===== src/rtl/demux_pkg.sv =====
// Shared types for the 1-to-2 buffered stream demultiplexer and its
// per-output queues.
package demux_pkg;

    localparam int QDEPTH = 2;

    typedef logic [1:0] qcount_t;
    typedef logic       qptr_t;

endpackage


===== src/rtl/queue2_buf.sv =====
// Two-entry val/rdy FIFO with registered output and no bypass path.
// A full queue refuses enqueue even when it dequeues in the same cycle.
module queue2_buf
    import demux_pkg::*;
#(
    parameter int NBITS = 4
) (
    input  logic             clk,
    input  logic             rst,
    input  logic             enq_val,
    output logic             enq_rdy,
    input  logic [NBITS-1:0] enq_msg,
    output logic             deq_val,
    input  logic             deq_rdy,
    output logic [NBITS-1:0] deq_msg
);

    logic [NBITS-1:0] entry_q [QDEPTH];
    qcount_t          count_q, count_d;
    qptr_t            head_q, head_d;
    qptr_t            tail_q, tail_d;
    logic             enq, deq;

    assign enq_rdy = !rst && (count_q != qcount_t'(QDEPTH));
    assign deq_val = (count_q != '0);
    assign deq_msg = deq_val ? entry_q[head_q] : '0;

    assign enq = enq_val && enq_rdy;
    assign deq = deq_val && deq_rdy && !rst;

    always_comb begin
        count_d = count_q;
        head_d  = head_q;
        tail_d  = tail_q;
        if (enq) begin
            tail_d = ~tail_q;
        end
        if (deq) begin
            head_d = ~head_q;
        end
        if (enq && !deq) begin
            count_d = count_q + 2'd1;
        end else if (deq && !enq) begin
            count_d = count_q - 2'd1;
        end
    end

    always_ff @(posedge clk) begin
        if (rst) begin
            count_q    <= '0;
            head_q     <= '0;
            tail_q     <= '0;
            entry_q[0] <= '0;
            entry_q[1] <= '0;
        end else begin
            count_q <= count_d;
            head_q  <= head_d;
            tail_q  <= tail_d;
            if (enq) begin
                entry_q[tail_q] <= enq_msg;
            end
        end
    end

endmodule


===== src/rtl/demux2_4b_buf.sv =====
// Registered 1-to-2 stream demultiplexer: steers each input message to one
// of two private queues so a stalled consumer never blocks the other.
module demux2_4b_buf
    import demux_pkg::*;
#(
    parameter int NBITS = 4
) (
    input  logic             clk,
    input  logic             rst,
    input  logic             in_val,
    output logic             in_rdy,
    input  logic             in_sel,
    input  logic [NBITS-1:0] in_msg,
    output logic             out0_val,
    input  logic             out0_rdy,
    output logic [NBITS-1:0] out0_msg,
    output logic             out1_val,
    input  logic             out1_rdy,
    output logic [NBITS-1:0] out1_msg
);

    logic enq0_rdy, enq1_rdy;

    // in_rdy looks only at the selected queue's state, never at in_val.
    assign in_rdy = in_sel ? enq1_rdy : enq0_rdy;

    queue2_buf #(.NBITS(NBITS)) u_q0 (
        .clk     (clk),
        .rst     (rst),
        .enq_val (in_val && !in_sel),
        .enq_rdy (enq0_rdy),
        .enq_msg (in_msg),
        .deq_val (out0_val),
        .deq_rdy (out0_rdy),
        .deq_msg (out0_msg)
    );

    queue2_buf #(.NBITS(NBITS)) u_q1 (
        .clk     (clk),
        .rst     (rst),
        .enq_val (in_val && in_sel),
        .enq_rdy (enq1_rdy),
        .enq_msg (in_msg),
        .deq_val (out1_val),
        .deq_rdy (out1_rdy),
        .deq_msg (out1_msg)
    );

endmodule


===== config.mk =====
export PLATFORM = sky130hd
export DESIGN_NAME = demux2_4b_buf
export DESIGN_NICKNAME = d
export VERILOG_FILES = /design/src/rtl/demux_pkg.sv /design/src/rtl/queue2_buf.sv /design/src/rtl/demux2_4b_buf.sv
export SDC_FILE = /design/constraint.sdc
export NUM_CORES = 1
export LEC_CHECK = 0
export BUFFER_PORTS_ARGS = -buffer_cell sky130_fd_sc_hd__buf_2
export CAP_MARGIN = 5
export CELL_PAD_IN_SITES_DETAIL_PLACEMENT = 1
export CELL_PAD_IN_SITES_GLOBAL_PLACEMENT = 1
export CORE_MARGIN = 3
export CORE_UTILIZATION = 38
export CTS_CLUSTER_DIAMETER = 150
export CTS_CLUSTER_SIZE = 16
export DETAILED_ROUTE_END_ITERATION = 8
export GPL_ROUTABILITY_DRIVEN = 1
export PLACE_DENSITY_LB_ADDON = 0.1
export SYNTH_ARGS = -nofsm -noshare
export SYNTH_HDL_FRONTEND = slang
export SYNTH_HIERARCHICAL = 1
export SYNTH_SLANG_ARGS = --single-unit
export TNS_END_PERCENT = 20

===== constraint.sdc =====
create_clock -name clk -period 1.6 [get_ports clk]
set_clock_uncertainty 0.05 [all_clocks]
set_input_delay 0.24 -clock clk [delete_from_list [all_inputs] [get_ports clk]]
set_output_delay 0.24 -clock clk [all_outputs]
set_load 0.1 [all_outputs]

==> impl_metrics.json <==
{
  "status": "finished with violations",
  "failed_checks": "negative setup slack",
  "io_buffers": 20,
  "cts.root.buffer_cell": "clkbuf_4",
  "htree_num_levels": 1,
  "slew_headroom_pct": 73.9,
  "regToRegSetupSlack_ps": -90,
  "critical_path.reg2reg.endpoint": "u_q1/count_q[1]",
  "vdd_ir_drop_max_v": 0.000536,
  "fmaxAchievable_mhz": 591,
  "fin_ws_ps": -92.4,
  "path_max_fanout": 5,
  "mappedNetlistArea_mm2": 0.00125,
  "worst-endpoint-required_ps": 1810,
  "cp.arrival_ps": 1900,
  "synth-edff-count": 16,
  "synthesis.area_per_instance_um2": 10.0,
  "detailed_place.area_mm2": 0.00172,
  "clock_sinks": 26,
  "design.core.area_mm2": 0.00310,
  "first_global_vias": 1063,
  "timing_max_transition_violations_final": 0,
  "n_fill_cell": 360,
  "cp-end-kind": "flip-flop",
  "syn-num-nets": 137,
  "grt_first_pass_wirelength_um": 4770,
  "clk_pin_slew_ps": 140,
  "clockBufferDepth": 2,
  "ctsHoldBuffers": 0,
  "final_period_demand_of_the_worst_path_ps": 1690,
  "die-width_um": 63.4,
  "die_area_mm2": 0.00402,
  "antenna-diode-count": 0,
  "vias": 987,
  "setup_total_negative_slack_ps": -367,
  "worstMarginPinSlew_ps": 389,
  "globalRouteOverflowTotal": 0,
  "min_path_cells": 3,
  "proportion_of_synthesized_flip_flops_having_asynchronous_set_or_reset_pct": 0,
  "leak_nw": 0.719,
  "layout.nets": 180,
  "synthCells": 125,
  "worst_hold_path.endpoint": "u_q1/entry_q[0][3]",
  "drv_cap": 0,
  "dpl.hpwl_um": 2200,
  "detail_route.iter0.violations": 14,
  "finalSetupViolations": 11,
  "flow.area_growth_from_synthesis_pct": 49.0,
  "floorplan.initialDensity_pct": 40.4,
  "critPathKind": "flip-flop to flip-flop",
  "post_route_cells_drive_above_1_share_pct": 47.0,
  "drc": 0,
  "drt_pre_antenna_iters": 4,
  "cellPowerDensity_mw_per_mm2": 1030,
  "largest_net_degree_at_the_start_of_global_routing": 14,
  "rsz0062_at_grt": "true",
  "sequential_element_share_of_the_synthesized_area_pct": 54.3,
  "floorplan.rows": 20,
  "ys.warnings.count": 6,
  "grt_antenna_before_repair": 0,
  "synth_flop_cell": "edfxtp_1",
  "floorplan.die.height_um": 63.4,
  "detail_route.vias_per_cell": 4.70,
  "cp-start-kind": "flip-flop",
  "ioPinCount": 21,
  "cts_tree": "built",
  "globalplace.congestion": 0.814,
  "groute.usage.overall_pct": 15.0,
  "synthDistinctLibCells": 22,
  "cts_inserted_buffers": 3,
  "ff2ff_path_depth": 5,
  "hold_path.class": "input pin to flip-flop",
  "postRouteAntennaNets": 0,
  "fin_area_mm2": 0.00187,
  "detail_route.wirelength_um": 2790,
  "post_drt_wl_per_cell_um": 13.3,
  "source_of_the_worst_hold_timing_path": "in_msg[3]",
  "worstReg2RegStart": "u_q1/count_q[1]",
  "worstSkewPairLatency_ps": 310,
  "final-hold-violation-count": 0,
  "timing.final.crit_share_pct": 106,
  "synth_seq_cells": 26
}
==> placed cells by master, fill, tap and decap left out, drive strengths merged, types with 2 or more instances in the layout <==
master | Yosys | layout
a21oi | 4 | 4
clkbuf | 4 | 3
nand2b | 4 | 4
xor2 | 6 | 6
or2 | 2 | 2
nor2 | 34 | 34
dfxtp | 10 | 10
a31o | 2 | 2
nor3 | 2 | 2
nand3b | 2 | 2
edfxtp | 16 | 16
nand2 | 8 | 8
or3 | 6 | 6
nor2b | 2 | 2
inv | 4 | 4
o21ai | 6 | 6
mux2i | 8 | 8
buf | 0 | 42
ha | 2 | 2
==> per-stage QoR <==
stage	power [mW]	hold slack [ps]	setup WS, ps	util [%]	cells
finish	1.93	216	-92.4	60.1	210
global route	2.03	217	-141	60.1	210
CTS	1.93	213	-89.8	59.0	210
detailed placement	1.58	452	-131	55.4	204
global placement	1.56	438	-50.8	55.4	204
floorplan	1.29	418	-97.8	-	125
==> synth_stat cells, types with 2 or more instances <==
| cell type | instances | area, µm² |
|---|---|---|
| a21oi_1 | 4 | 20.0 |
| a31o_2 | 2 | 17.5 |
| clkbuf_1 | 4 | 15.0 |
| dfxtp_1 | 10 | 200 |
| edfxtp_1 | 16 | 480 |
| ha_1 | 2 | 25.0 |
| inv_1 | 4 | 15.0 |
| mux2i_1 | 8 | 80.1 |
| nand2_1 | 8 | 30.0 |
| nand2b_1 | 4 | 25.0 |
| nand3b_1 | 2 | 15.0 |
| nor2_1 | 34 | 128 |
| nor2b_2 | 2 | 17.5 |
| nor3_1 | 2 | 10.0 |
| o21ai_0 | 6 | 30.0 |
| or2_2 | 2 | 12.5 |
| or3_1 | 4 | 25.0 |
| or3_4 | 2 | 22.5 |
| xor2_1 | 6 | 52.6 |
==> where the power goes <==
part | switching (mW) | total, mW | internal, mW
registers | 0.0413 | 0.813 | 0.772
logic | 0.493 | 0.843 | 0.351
clock network | 0.184 | 0.272 | 0.0880
==> layout make-up <==
class	count	area, µm²	area share, %
repair buffers	42	449	24.1
flip-flops and latches	26	691	37.0
inverters	4	17.5	0.939
multi-input cells	91	631	33.8
clock buffers	3	22.5	1.21
well taps	44	55.1	2.95
==> layer usage <==
metal	up-vias	global-route usage (%)	wire length, µm	share of wire [%]
met2	13	26.9	1390	50
met3	0	2.85	98	3.5
li1	505	-	-	-
met4	0	4.04	0	0
met1	469	18.2	1300	47
met5	-	0	0	0
==> what timing repair did <==
action                     4_1_cts  5_1_grt
buffers inserted                 3        0
setup endpoints to repair       14       15
pin swaps                        3        0
gates resized for setup         21       10
==> how the worst max path moves through the flow <==
| stage | cells after the start | start | slack (ps) | endpoint |
|---|---|---|---|---|
| floorplan | 3 | flip-flop | -100 | out0_msg[2] |
| global placement | 5 | u_q1/count_q[1] | -50 | u_q1/count_q[1] |
| detailed placement | 5 | u_q1/count_q[1] | -130 | u_q1/count_q[1] |
| CTS | 5 | u_q0/count_q[0] | -90 | in_rdy |
| global route | 5 | u_q1/count_q[1] | -140 | u_q1/count_q[1] |
| finish | 5 | u_q1/count_q[1] | -90 | u_q1/count_q[1] |
==> cells by family after synthesis <==
kind of cell    count (synthesis)  synth area share [%]
simple gates                   62                  24.1
flops                          26                  54.3
compound gates                 12                  5.40
mux                             9                  7.59
buf+inv                         8                  2.40
xor+xnor                        6                  4.20
fa+ha+maj                       2                  2.00
==> state kept, by name, indices dropped and copies added (netlist names), named ones only <==
signal / flops
u_q1/tail_q: 1
u_q0/tail_q: 1
u_q1/head_q: 1
u_q1/entry_q: 8
u_q0/head_q: 1
u_q0/entry_q: 8
u_q1/count_q: 2
u_q0/count_q: 2
==> worst max-delay path: stages, from the launching register on <==
cell     delay (ps)
dfxtp_2         370
nor2b_4         130
nor3_1          310
ha_4            270
or3_1           380
a21oi_2         130
(Power assumes the default switching activity.)
